[src/rtl/unit_lane_manager_if.sv]
// Spawn handshake plus the published unit display bus.
// The lane manager is the slave side; the spawn requester / renderer is the master.
interface unit_lane_manager_if;
    logic       spawn_valid;
    logic       spawn_side;
    logic [1:0] spawn_type;
    logic       spawn_ready;
    logic       spawn_drop;
    logic       gameSCEN;
    logic [8:0] unitLoc  [16];
    logic [1:0] unitType [16];
    logic [7:0] player_leaks;
    logic [7:0] enemy_leaks;

    modport master (
        output spawn_valid, spawn_side, spawn_type,
        input  spawn_ready, spawn_drop, gameSCEN, unitLoc, unitType,
               player_leaks, enemy_leaks
    );

    modport slave (
        input  spawn_valid, spawn_side, spawn_type,
        output spawn_ready, spawn_drop, gameSCEN, unitLoc, unitType,
               player_leaks, enemy_leaks
    );
endinterface

[src/rtl/unit_lane_manager.sv]
// Unit lane manager: owns 16 unit slots, moves them once per game tick,
// and publishes a stable snapshot to the renderer behind a gameSCEN strobe.
//
// state   | meaning
// --------+-----------------------------------------------------------
// IDLE    | waiting; accepts spawns unless a tick is pending
// UPDATE  | moves / retires one slot per cycle, idx 0..15
// COPY    | working slots copied to published outputs, strobe still low
// PUBLISH | gameSCEN high for SCEN_HIGH cycles, outputs frozen
module unit_lane_manager #(
    parameter int TICK_DIV  = 25000000,
    parameter int SPEED     = 2,
    parameter int LANE_MAX  = 420,
    parameter int SCEN_HIGH = 4
) (
    input  logic clk,
    input  logic rst,
    unit_lane_manager_if.slave bus
);
    localparam int NSLOT = 16;
    localparam int TW    = (TICK_DIV > 1) ? $clog2(TICK_DIV) : 1;
    localparam int SW    = (SCEN_HIGH > 1) ? $clog2(SCEN_HIGH) : 1;

    localparam logic [TW-1:0] TICK_LAST = TW'(TICK_DIV - 1);
    localparam logic [9:0]    SPEED10   = 10'(SPEED);
    localparam logic [9:0]    LANE10    = 10'(LANE_MAX);
    localparam logic [8:0]    SPEED9    = 9'(SPEED);
    localparam logic [8:0]    LANE9     = 9'(LANE_MAX);

    typedef enum logic [1:0] {
        S_IDLE    = 2'd0,
        S_UPDATE  = 2'd1,
        S_COPY    = 2'd2,
        S_PUBLISH = 2'd3
    } state_t;

    state_t          state_q, state_d;
    logic [3:0]      idx_q, idx_d;
    logic [SW-1:0]   scen_cnt_q, scen_cnt_d;
    logic [TW-1:0]   tick_cnt_q;
    logic            tick_pending_q;
    logic            tick_wrap;

    logic [8:0]      loc_q      [NSLOT];
    logic [1:0]      type_q     [NSLOT];
    logic [8:0]      pub_loc_q  [NSLOT];
    logic [1:0]      pub_type_q [NSLOT];
    logic [7:0]      pleak_q, eleak_q;

    logic            take_tick, upd_en, copy_en, spawn_ready, game_scen;
    logic            spawn_fire, spawn_ok, free_found;
    logic [3:0]      free_slot;
    logic [8:0]      cur_loc, next_loc;
    logic [1:0]      cur_type, next_type;
    logic [9:0]      adv_loc;
    logic            leak_p, leak_e;

    assign tick_wrap = (tick_cnt_q == TICK_LAST);

    // Next-state and phase decode for the tick/update/publish sequence.
    always_comb begin
        state_d     = state_q;
        idx_d       = idx_q;
        scen_cnt_d  = scen_cnt_q;
        take_tick   = 1'b0;
        upd_en      = 1'b0;
        copy_en     = 1'b0;
        spawn_ready = 1'b0;
        game_scen   = 1'b0;
        case (state_q)
            S_IDLE: begin
                spawn_ready = !tick_pending_q && !rst;
                if (tick_pending_q) begin
                    state_d   = S_UPDATE;
                    idx_d     = 4'd0;
                    take_tick = 1'b1;
                end
            end
            S_UPDATE: begin
                upd_en = 1'b1;
                idx_d  = idx_q + 4'd1;
                if (idx_q == 4'd15) state_d = S_COPY;
            end
            S_COPY: begin
                copy_en    = 1'b1;
                scen_cnt_d = SW'(SCEN_HIGH - 1);
                state_d    = S_PUBLISH;
            end
            S_PUBLISH: begin
                game_scen = 1'b1;
                if (scen_cnt_q == '0) state_d = S_IDLE;
                else                  scen_cnt_d = scen_cnt_q - SW'(1);
            end
            default: state_d = S_IDLE;
        endcase
    end

    // Lowest-index free slot on the requested side; descending scan so the lowest wins.
    always_comb begin
        free_found = 1'b0;
        free_slot  = 4'd0;
        for (int i = NSLOT / 2 - 1; i >= 0; i--) begin
            if (type_q[{bus.spawn_side, 3'(i)}] == 2'd0) begin
                free_found = 1'b1;
                free_slot  = {bus.spawn_side, 3'(i)};
            end
        end
    end

    assign spawn_fire = bus.spawn_valid && spawn_ready;
    assign spawn_ok   = spawn_fire && (bus.spawn_type != 2'd0) && free_found;

    // Movement / exit rule for the slot addressed by idx; 10-bit sum avoids 9-bit wrap.
    always_comb begin
        cur_loc   = loc_q[idx_q];
        cur_type  = type_q[idx_q];
        adv_loc   = {1'b0, cur_loc} + SPEED10;
        next_loc  = cur_loc;
        next_type = cur_type;
        leak_p    = 1'b0;
        leak_e    = 1'b0;
        if (cur_type != 2'd0) begin
            if (!idx_q[3]) begin
                if (adv_loc >= LANE10) begin
                    next_type = 2'd0;
                    next_loc  = 9'd0;
                    leak_p    = 1'b1;
                end else begin
                    next_loc = adv_loc[8:0];
                end
            end else begin
                if (cur_loc < SPEED9) begin
                    next_type = 2'd0;
                    next_loc  = 9'd0;
                    leak_e    = 1'b1;
                end else begin
                    next_loc = cur_loc - SPEED9;
                end
            end
        end
    end

    // FSM state, slot index and strobe length registers.
    always_ff @(posedge clk) begin
        if (rst) begin
            state_q    <= S_IDLE;
            idx_q      <= 4'd0;
            scen_cnt_q <= '0;
        end else begin
            state_q    <= state_d;
            idx_q      <= idx_d;
            scen_cnt_q <= scen_cnt_d;
        end
    end

    // Free-running tick divider; a wrap while a tick is already pending is dropped.
    always_ff @(posedge clk) begin
        if (rst) begin
            tick_cnt_q     <= '0;
            tick_pending_q <= 1'b0;
        end else begin
            tick_cnt_q <= tick_wrap ? '0 : tick_cnt_q + TW'(1);
            if (take_tick)      tick_pending_q <= 1'b0;
            else if (tick_wrap) tick_pending_q <= 1'b1;
        end
    end

    // Working slots: one slot per cycle in UPDATE, spawn writes only in IDLE.
    always_ff @(posedge clk) begin
        if (rst) begin
            for (int i = 0; i < NSLOT; i++) begin
                loc_q[i]  <= 9'd0;
                type_q[i] <= 2'd0;
            end
        end else if (upd_en) begin
            loc_q[idx_q]  <= next_loc;
            type_q[idx_q] <= next_type;
        end else if (spawn_ok) begin
            type_q[free_slot] <= bus.spawn_type;
            loc_q[free_slot]  <= bus.spawn_side ? LANE9 : 9'd0;
        end
    end

    // Published snapshot only moves in COPY, so it is stable across the strobe.
    always_ff @(posedge clk) begin
        if (rst) begin
            for (int i = 0; i < NSLOT; i++) begin
                pub_loc_q[i]  <= 9'd0;
                pub_type_q[i] <= 2'd0;
            end
        end else if (copy_en) begin
            for (int i = 0; i < NSLOT; i++) begin
                pub_loc_q[i]  <= loc_q[i];
                pub_type_q[i] <= type_q[i];
            end
        end
    end

    // Saturating leak counters.
    always_ff @(posedge clk) begin
        if (rst) begin
            pleak_q <= 8'd0;
            eleak_q <= 8'd0;
        end else if (upd_en) begin
            if (leak_p && pleak_q != 8'hFF) pleak_q <= pleak_q + 8'd1;
            if (leak_e && eleak_q != 8'hFF) eleak_q <= eleak_q + 8'd1;
        end
    end

    assign bus.spawn_ready  = spawn_ready;
    assign bus.spawn_drop   = spawn_fire && !spawn_ok;
    assign bus.gameSCEN     = game_scen;
    assign bus.unitLoc      = pub_loc_q;
    assign bus.unitType     = pub_type_q;
    assign bus.player_leaks = pleak_q;
    assign bus.enemy_leaks  = eleak_q;
endmodule
[src/flat_wrapper.sv]
// flat-port wrapper written by rule: the top's interface ports become plain ports
module unit_lane_manager_flat 
#(
    parameter int TICK_DIV  = 25000000,
    parameter int SPEED     = 2,
    parameter int LANE_MAX  = 420,
    parameter int SCEN_HIGH = 4
)
  (clk, rst, bus_spawn_valid, bus_spawn_side, bus_spawn_type, bus_spawn_ready, bus_spawn_drop, bus_gameSCEN, bus_unitLoc, bus_unitType, bus_player_leaks, bus_enemy_leaks);
  unit_lane_manager_if bus_i ();
  input  logic clk;
  input  logic rst;
  input wire logic [$bits(bus_i.spawn_valid)-1:0] bus_spawn_valid;
  input wire logic [$bits(bus_i.spawn_side)-1:0] bus_spawn_side;
  input wire logic [$bits(bus_i.spawn_type)-1:0] bus_spawn_type;
  output wire logic [$bits(bus_i.spawn_ready)-1:0] bus_spawn_ready;
  output wire logic [$bits(bus_i.spawn_drop)-1:0] bus_spawn_drop;
  output wire logic [$bits(bus_i.gameSCEN)-1:0] bus_gameSCEN;
  output wire logic [$bits(bus_i.unitLoc)-1:0] bus_unitLoc;
  output wire logic [$bits(bus_i.unitType)-1:0] bus_unitType;
  output wire logic [$bits(bus_i.player_leaks)-1:0] bus_player_leaks;
  output wire logic [$bits(bus_i.enemy_leaks)-1:0] bus_enemy_leaks;
  assign bus_i.spawn_valid = bus_spawn_valid;
  assign bus_i.spawn_side = bus_spawn_side;
  assign bus_i.spawn_type = bus_spawn_type;
  assign bus_spawn_ready = bus_i.spawn_ready;
  assign bus_spawn_drop = bus_i.spawn_drop;
  assign bus_gameSCEN = bus_i.gameSCEN;
  assign bus_unitLoc = {>>{bus_i.unitLoc}};
  assign bus_unitType = {>>{bus_i.unitType}};
  assign bus_player_leaks = bus_i.player_leaks;
  assign bus_enemy_leaks = bus_i.enemy_leaks;
  unit_lane_manager #(.TICK_DIV(TICK_DIV), .SPEED(SPEED), .LANE_MAX(LANE_MAX), .SCEN_HIGH(SCEN_HIGH)) u_core (.clk(clk), .rst(rst), .bus(bus_i));
endmodule
[config.mk]
export PLATFORM = sky130hd
export DESIGN_NAME = unit_lane_manager_flat
export DESIGN_NICKNAME = d
export VERILOG_FILES = /design/src/rtl/unit_lane_manager_if.sv /design/src/rtl/unit_lane_manager.sv /design/src/flat_wrapper.sv
export SDC_FILE = /design/constraint.sdc
export NUM_CORES = 1
export LEC_CHECK = 0
export ABC_AREA = 1
export ABC_CLOCK_PERIOD_IN_PS = 6900
export CORE_MARGIN = 1.5
export CORE_UTILIZATION = 25
export CTS_CLUSTER_SIZE = 14
export DETAILED_ROUTE_END_ITERATION = 10
export PLACE_DENSITY_LB_ADDON = 0.12
export SYNTH_ARGS = -nofsm -noshare
export SYNTH_HDL_FRONTEND = slang
export SYNTH_SLANG_ARGS = --single-unit
[constraint.sdc]
create_clock -name clk -period 6.9 [get_ports clk]
set_input_delay 1.725 -clock clk [delete_from_list [all_inputs] [get_ports clk]]
set_output_delay 1.725 -clock clk [all_outputs]
set_load 0.01 [all_outputs]
== Yosys cells after proc, flatten, opt, wreduce, memory -nomap -nowiden ==
Memory sizes are Yosys's and may differ from the RTL's. A register that Yosys moved wholly into a read port is not among the register bits.
Cells that the tools add are included.

* Register bits after elaboration: 50
* Latch bits: 0
* RAM bits: 176
* ROM bits: 0
* Input bits: 6
* Output and inout port bits: 195
* Logic and storage cells: 134
* Memories: 2

{| class="wikitable"
|+ Memory list
! name !! words !! width !! rd ports !! clocked after Yosys merged registers in !! write ports !! RTL line !! RTL
|-
| u_core.loc_q || 16 || 9 || 17 || 17 || 16 || unit_lane_manager.sv:44 || <nowiki>logic [8:0] loc_q [NSLOT];</nowiki>
|-
| u_core.type_q || 16 || 2 || 25 || 17 || 16 || unit_lane_manager.sv:45 || <nowiki>logic [1:0] type_q [NSLOT];</nowiki>
|}

* Add/subtract/negate cells: 7
* Multiply operators: 0
* Divide/modulo/power cells: 0
* Magnitude comparators: 2
* Equal/unequal tests: 11
* Shift-type cells: 0
* Muxes and demuxes: 70
* Bitwise gates (word level): 0
* Reductions and logical operators: 35

{| class="wikitable"
|+ Operators with widths
! kind !! count
|-
| 2-to-1 mux 4 bit || 17
|-
| 2-to-1 mux 9 bit || 7
|-
| 2-to-1 mux 1 bit || 33
|-
| adder 25 x 1 -> 25 bit (second input constant) || 1
|-
| == test 25 bit (second input constant) || 1
|-
| zero test 2 bit || 10
|-
| 2-to-1 mux 2 bit || 10
|-
| OR reduction 9 bit || 2
|-
| adder 8 x 1 -> 8 bit (second input constant) || 2
|-
| inequality test 8 bit (second input constant) || 2
|-
| adder 9 x 2 -> 10 bit (second input constant) || 1
|-
| >= comparator 10 x 9 -> 1 bit (second input constant) || 1
|-
| less-than comparator 9 x 2 -> 1 bit (second input constant) || 1
|-
| subtractor 9 x 2 -> 9 bit (second input constant) || 1
|-
| case mux 2 bit (4 select lines) || 1
|-
| case mux 4 bit (2 select lines) || 1
|-
| AND reduction 2 bit || 4
|-
| nonzero test 2 bit || 4
|-
| OR reduction 2 bit || 4
|-
| logical AND 1 bit || 7
|-
| inequality test 2 x 1 -> 1 bit (second input constant) || 3
|-
| adder 4 x 1 -> 4 bit (second input constant) || 1
|-
| == test 2 bit (second input constant) || 2
|-
| == test 4 bit (second input constant) || 1
|-
| 6 further kinds || 8
|}

== Logic depth before layout (Yosys ltp) ==
Gate-level depths: netlist of run 1.
An unclocked memory read counts as a cell.

* Depth after elaboration: 17
* Depth in mapped cells: 23
* Gate-level depth less buffers: 20

== Least setup slack after synthesis of run 1 ==
OpenSTA, ideal clock, no wires.

* Path kind: input to output
* From: in bus_spawn_side
* To: out bus_spawn_drop
* Arrival: 2.564 ns
* Data required time: 5.175 ns
* Setup slack: 2.611 ns
* Stages: 9
* Buffers on the path: 1
* Path through: inv_2 buf_6 nand3_1 o31ai_1 nor2_1 nand2_1 nor2_1 nor3_2 nor2_1

* Longest elaborated chain between the ends: 13
* Elaborated cells between the ends (all ways): 20
* Those cells by class: mux: 8; reduce/logical: 11; memory: 1

{| class="wikitable"
|+ Ends and longest elaborated chain
! what !! RTL line !! RTL
|-
| start, declared || flat_wrapper.sv:14 || <nowiki>input wire logic [$bits(bus_i.spawn_side)-1:0] bus_spawn_side;</nowiki>
|-
| memory (16 x 2 bit) (*) || - ||
|-
| zero test 2 bit || unit_lane_manager.sv:103 || <nowiki>if (type_q[{bus.spawn_side, 3'(i)}] == 2'd0) begin</nowiki>
|-
| 2-to-1 mux 1 bit (7 in series) || unit_lane_manager.sv:103 ||
|-
| 2-to-1 mux 1 bit (*) || unit_lane_manager.sv:103 ||
|-
| logical AND 1 bit (*) || unit_lane_manager.sv:111 || <nowiki>assign spawn_ok = spawn_fire && (bus.spawn_type != 2'd0) && free_found;</nowiki>
|-
| zero test 1 bit (*) || unit_lane_manager.sv:211 || <nowiki>assign bus.spawn_drop = spawn_fire && !spawn_ok;</nowiki>
|-
| logical AND 1 bit (*) || unit_lane_manager.sv:211 ||
|-
| end, declared || flat_wrapper.sv:17 || <nowiki>output wire logic [$bits(bus_i.spawn_drop)-1:0] bus_spawn_drop;</nowiki>
|}

Mark *: on every way between the ends. The rest lies on a longest branch, timed or not.

== Worst setup path after layout of run 1 ==
Ends and elaborated chain as after synthesis.

==> results of run 1 <==
-- final timing paths --
path / end / slack (ns) / from / cells after the start
worst max-delay path: bus_spawn_drop / 1.27 / bus_spawn_side / 10
worst max register to register: u_core.type_q[4][0]$_SDFFCE_PN0P_ / 2.21 / flop / 18
worst min-delay path: u_core.tick_cnt_q[0]$_SDFF_PP0_ / 0.44 / u_core.tick_cnt_q[0]$_SDFF_PP0_ / 1
worst min register to register: u_core.tick_cnt_q[0]$_SDFF_PP0_ / 0.44 / u_core.tick_cnt_q[0]$_SDFF_PP0_ / 1
-- registers in the layout (all words and copies together), names as in the netlist, named ones only --
name and flops:
u_core.state_q 2, u_core.loc_q 144, bus_unitLoc 144, u_core.type_q 32, u_core.tick_pending_q 1, bus_unitType 32, u_core.bus.enemy_leaks 8, u_core.bus.player_leaks 8
u_core.scen_cnt_q 2, u_core.idx_q 4, u_core.tick_cnt_q 25
-- cell families after synthesis --
logic type,after synthesis,share of synthesized area
compound gates,551,0.165
xor+xnor,19,0.00951
fa+ha+maj,11,0.00786
buf+inv,301,0.0728
flops,406,0.565
simple gates,744,0.180
-- placed cells by master (no fill, tap or decap), types with 5 or more instances in the layout --
master and instances:
o21ai_2 6, nand2_1 229, buf_4 19, ha_1 10, edfxtp_1 176, o21ai_0 248
nand2_2 12, nor2_2 5, o22ai_1 5, nand4_1 20, clkinv_2 8, o211ai_1 15
clkbuf_1 12, xor2_1 15, nor3_1 12, dfxtp_1 229, clkdlybuf4s50_1 200, clkbuf_16 50
nand3_1 107, o21ai_1 9, o31ai_1 8, inv_2 9, nor2_1 339, a21oi_1 245
inv_1 149, clkbuf_8 7
-- metal layers --
layer,up-vias,share of wire,GRT usage
met2,520,0.46,0.286
met3,119,0.063,0.0298
met5,-,0.00017,0
met4,2,0.030,0.0576
li1,7116,-,-
met1,7069,0.45,0.241
-- power groups by stage --
stage               combinational (uW)  clock [uW]  sequential (uW)
floorplan                         1220           0             3230
global placement                  2560           0             3190
detailed placement                2570           0             3180
CTS                               2580        2630             3140
global route                      2760        2720             3170
finish                            2560        2560             3130
-- metrics by stage --
step	instances	hold WS, ns	util
2_1_floorplan	2032	0.418	-
3_3_place_gp	3042	0.427	0.292
3_5_place_dp	3042	0.442	0.292
4_1_cts	3131	0.450	0.315
5_1_grt	3131	0.472	0.315
6_report	3131	0.443	0.315
-- worst max-delay path, stage by stage --
cell	delay [ns]
clkdlybuf4s50_1	0.57
inv_2	0.15
nand3_1	0.12
o31ai_1	0.08
nor2_1	0.18
nand2_1	0.08
nor2_1	0.14
nor3_2	0.07
nor2_1	0.21
clkdlybuf4s50_1	0.59
-- area by class of cell --
cell class                      instances  area share
Tap cell                              931      0.0536
Multi-Input combinational cell       1325       0.292
Clock buffer                           72      0.0648
Sequential cell                       406       0.455
Timing Repair Buffer                  219      0.0986
Clock inverter                         17     0.00805
Inverter                              161      0.0280
==> summary.md, run 1 <==
| Metric | Value |
|---|---|
| Peak VDD IR | 182 uV |
| Final antenna-violating net count | 0 |
| Initial antenna violation count | 2 |
| Setup ws final | 1.27 ns |
| Internal | 5270 uW |
| DIE AREA | 0.0716 mm2 |
| Hold Crit Class | reg -> reg |
| Total grt overflow | 0 |
| Register area | 0.00989 mm2 |
| CTS Buf Count | 48 |
| Data required time of the worst path | 5.18 ns |
| Syn Area/Cell | 8.61 um2 |
| Seq/Total Area, Yosys | 0.565 |
| Cell Pwr Density | 379 mW/mm2 |
| Mapped cell area | 0.0175 mm2 |
| Gate power share | 0.310 |
| Share of layout cells above drive strength 1 | 0.0659 |
| Status | finished clean |
| Count leader, synth | nor2_1 |
| Average wire per standard cell | 20.8 um |
| Seq pwr share | 0.379 |
| Die Ht | 268 um |
| Synth top cells by count | 339 x nor2_1, 248 x o21ai_0, 245 x a21oi_1 |
| Distinct cell type count after synthesis | 45 |
| Iter 0 DRT Violations | 1,279 |
| Sw Ratio | 0.361 |
| Post-layout min period | 5.63 ns |
| Port bufs | 200 |
| Multi-input combinational cell area | 0.00635 mm2 |
| Worst Clk Skew | 0.0185 ns |
| # H-tree levels | 2 |
| Power Total | 8250 uW |
| Sink Count | 406 |
| Critical path fanouts, max | 14 |
| Post-synth EDFFs | 176 |
| Clock Path Buffers | 3 |
| DPL Wire Length | 45.0 mm |
| Resized cells post-CTS | 0 |
| Syn nets | 2,049 |
| Final period utilization | 0.816 |
| Dpl cell area | 0.0202 mm2 |
| Pre-CTS WS | 1.11 ns |
| FFs w/ async S/R, synth | 0 |
| Final setup fails | 0 |
| N_diodes | 0 |
| CP Class | in -> out |
| Filler instances | 7,332 |
| First-pass GRT wire length | 94.0 mm |
| Synth top area cells | edfxtp_1 30%, dfxtp_1 26%, nor2_1 7.3% |
| Max Slew Vio Count | 0 |
| Startpoint Class | primary input |
| Fin. Hold Viols | 0 |
| TNS Setup | 0 ns |
| Clock-pin slew of the registers on the worst-case setup and hold paths | 0.06 ns |
| Prevailing post-synth register cell | dfxtp_1 |
| Global Route Usage Sum | 0.177 |
| Vias per cell | 4.74 |
| Placement row count | 96 |
| Area Growth Syn to Fin | 24.3% |
| Initial Utilization | 0.254 |
| RSZ-0062 raised after global routing | no |
| Slew HR | 0.221 |
| Post-CTS setup repair buffer count | 0 |
| Fmax | 178 MHz |
| Drt pass-1 iters | 5 |
| Post-route DRC | 0 |
| Post-synth top area cell | edfxtp_1 |
| Routed WL | 65.0 mm |
| Worst-Margin Slew | 1.17 ns |
| Core ar. | 0.0689 mm2 |
| Io pins | 201 |
| Synth top area share | 0.302 |
| Leak pwr | 0.00818 uW |
| Largest net degree at the start of global routing | 108 |
| Die X | 268 um |
| GP Congestion | 0.863 |
| Mapped Cells | 2,032 |
| WP data arrival | 3.90 ns |
| Vias | 14,826 |
| Register bit count reported by yosys | 406 |
| NetSw | 2980 uW |
| Design area | 0.0217 mm2 |
| CTS tree | built |
| Hold buffers post-CTS | 0 |
| Vias in the first global route | 14,219 |
| Clock root buffer | clkbuf_16 |
| Critical Path End Type | primary output |
| Final nets | 2,178 |
| Worst-Skew Late Latency | 0.60 ns |
| Yosys Warn Count | 0 |
| Max Cap Viol | 0 |
| Clock power share | 0.310 |
Power figures use the tool's default switching activity.
==> run 2, diff against run 1 <==
ABC_CLOCK_PERIOD_IN_PS = 5100   (was 6900)
clock period = 5.1 ns   (was 6.9 ns; I/O delays follow)
==> run 2 against run 1 <==
Via count down 0.25%. Global-route usage down 0.57 points. Clock power up 39%. Non-clock buffer count up 22. Die area unchanged. Critical path type unchanged. Clock skew up 0.0069 ns. Sequential cell count unchanged. Critical endpoint unchanged. Combinational power up 36%. Largest power group unchanged. First-iteration DRC count up 2.1%.
==> summary.md, run 2 (same netlist as run 1, synthesis figures left out) <==
| Metric | Value |
|---|---|
| Status | finished clean |
| Power Total | 11,300 uW |
| Setup crit start | bus_spawn_side |
| Critical Path Stages | 10 |
| Die Ht | 268 um |
| Worst-Skew Late Latency | 0.61 ns |
| Initial antenna violation count | 1 |
| Clock-pin slew of the registers on the worst-case setup and hold paths | 0.06 ns |
| Final setup fails | 0 |
| Hold path start | u_core.tick_cnt_q[0]$_SDFF_PP0_ |
| Leak pwr | 0.00833 uW |
| N_diodes | 0 |
| RSZ-0062 raised after global routing | no |
| Max Cap Viol | 0 |
| WP data arrival | 3.47 ns |
| Placement row count | 96 |
| Vias in the first global route | 14,309 |
| Clock root buffer | clkbuf_16 |
| Core ar. | 0.0689 mm2 |
| Slew HR | 0.357 |
| Cell Pwr Density | 512 mW/mm2 |
| Data required time of the worst path | 3.83 ns |
| CP bufs+invs | 3 |
| Iter 0 DRT Violations | 1,306 |
| Most common cell after layout, fill and taps aside | nor2_1 |
| Sink Count | 406 |
| CP top delay family | buffers and inverters |
| Average wire per standard cell | 19.9 um |
| Max Slew Vio Count | 0 |
| Resized cells post-CTS | 0 |
| Vias per cell | 4.69 |
| Global Route Usage Sum | 0.172 |
| DPL Wire Length | 43.7 mm |
| Io pins | 201 |
| R2R depth | 18 |
| R2r setup slk | 1.08 ns |
| Final nets | 2,200 |
| # H-tree levels | 2 |
| Worst Clk Skew | 0.0255 ns |
| Crit path top cell by count | nor2_1 |
| Final period utilization | 0.930 |
| Initial Utilization | 0.254 |
| GP Congestion | 0.791 |
| Post-layout min period | 4.74 ns |
| Crit-path cells | clkdlybuf4s50_1, inv_2, nand2_1, o31ai_2, nor2_1, nand2_1, nor2_1, nor3_2, nor2_1, clkdlybuf4s50_1 |
| Hold Crit Class | reg -> reg |
| Hold buffers post-CTS | 0 |
| First-pass GRT wire length | 92.7 mm |
| Share of layout cells above drive strength 1 | 0.0778 |
| Die X | 268 um |
| Final antenna-violating net count | 0 |
| Critical Path End Type | primary output |
| Total grt overflow | 0 |
| Worst-Margin Slew | 0.964 ns |
| CTS tree | built |
| Post-route DRC | 0 |
| Port bufs | 200 |
| Post-CTS setup repair buffer count | 0 |
| CP max-delay cell | clkdlybuf4s50_1 |
| Critical path fanouts, max | 14 |
| Clock Path Buffers | 3 |
| DIE AREA | 0.0716 mm2 |
| CTS Buf Count | 48 |
| Fmax | 211 MHz |
| Peak VDD IR | 225 uV |
| Largest net degree at the start of global routing | 107 |
| TNS Setup | 0 ns |
| Area Growth Syn to Fin | 25.8% |
| Drt pass-1 iters | 5 |
| Worst setup path end | bus_spawn_drop |
| Startpoint Class | primary input |
| CP Class | in -> out |
| Routed WL | 62.6 mm |
| Worst R2R End | u_core.type_q[1][1]$_SDFFCE_PN0P_ |
| Vias | 14,789 |
| Filler instances | 7,292 |
| Commonest non-fill, non-tap cells in the layout | 339 x nor2_1, 248 x o21ai_0, 245 x a21oi_1, 229 x nand2_1, 229 x dfxtp_1 |
| Crit path largest cell delay | 0.59 ns |
| Fin. Hold Viols | 0 |
## run 2: worst min-delay path by stage
stage	cells after the start	slack, ns	end
detailed placement	1	0.45	u_core.tick_cnt_q[0]$_SDFF_PP0_
floorplan	1	0.42	u_core.tick_cnt_q[0]$_SDFF_PP0_
global route	1	0.49	u_core.tick_cnt_q[0]$_SDFF_PP0_
CTS	1	0.46	u_core.tick_cnt_q[0]$_SDFF_PP0_
finish	1	0.45	u_core.tick_cnt_q[0]$_SDFF_PP0_
global placement	1	0.43	u_core.tick_cnt_q[0]$_SDFF_PP0_
## run 2: routing by layer
layer | vias up | global-route usage | routed length [um] | part of all wire
met3 | 88 | 0.0324 | 3990 | 0.064
met1 | 7093 | 0.237 | 28800 | 0.46
met5 | - | 0 | 13 | 0.00021
met2 | 446 | 0.275 | 28400 | 0.45
met4 | 2 | 0.0455 | 1440 | 0.023
li1 | 7160 | - | - | -
## run 2: power by group
| part | internal (uW) | leakage [uW] | switching (uW) |
|---|---|---|---|
| combinational | 1220 | 0.00381 | 2250 |
| clock | 2130 | 0.000825 | 1440 |
| sequential | 3910 | 0.00370 | 314 |
## run 2: cell type report
class                           count  area, um2  area share
Clock inverter                     19        209     0.00949
Sequential cell                   406       9890       0.450
Multi-Input combinational cell   1325       6350       0.289
Tap cell                          931       1160      0.0529
Inverter                          161        609      0.0277
Timing Repair Buffer              241       2330       0.106
Clock buffer                       71       1450      0.0657
## run 2: through the flow
stage | instances | util | hold WS (ns) | area [um2] | setup slack [ns]
6_report | 3154 | 0.319 | 0.454 | 22000 | 0.356
5_1_grt | 3154 | 0.319 | 0.487 | 22000 | 0.221
4_1_cts | 3154 | 0.319 | 0.460 | 22000 | 0.353
3_5_place_dp | 3064 | 0.295 | 0.446 | 20400 | 0.360
3_3_place_gp | 3064 | 0.295 | 0.430 | 20400 | 0.348
2_1_floorplan | 2032 | - | 0.418 | 17500 | 1.51
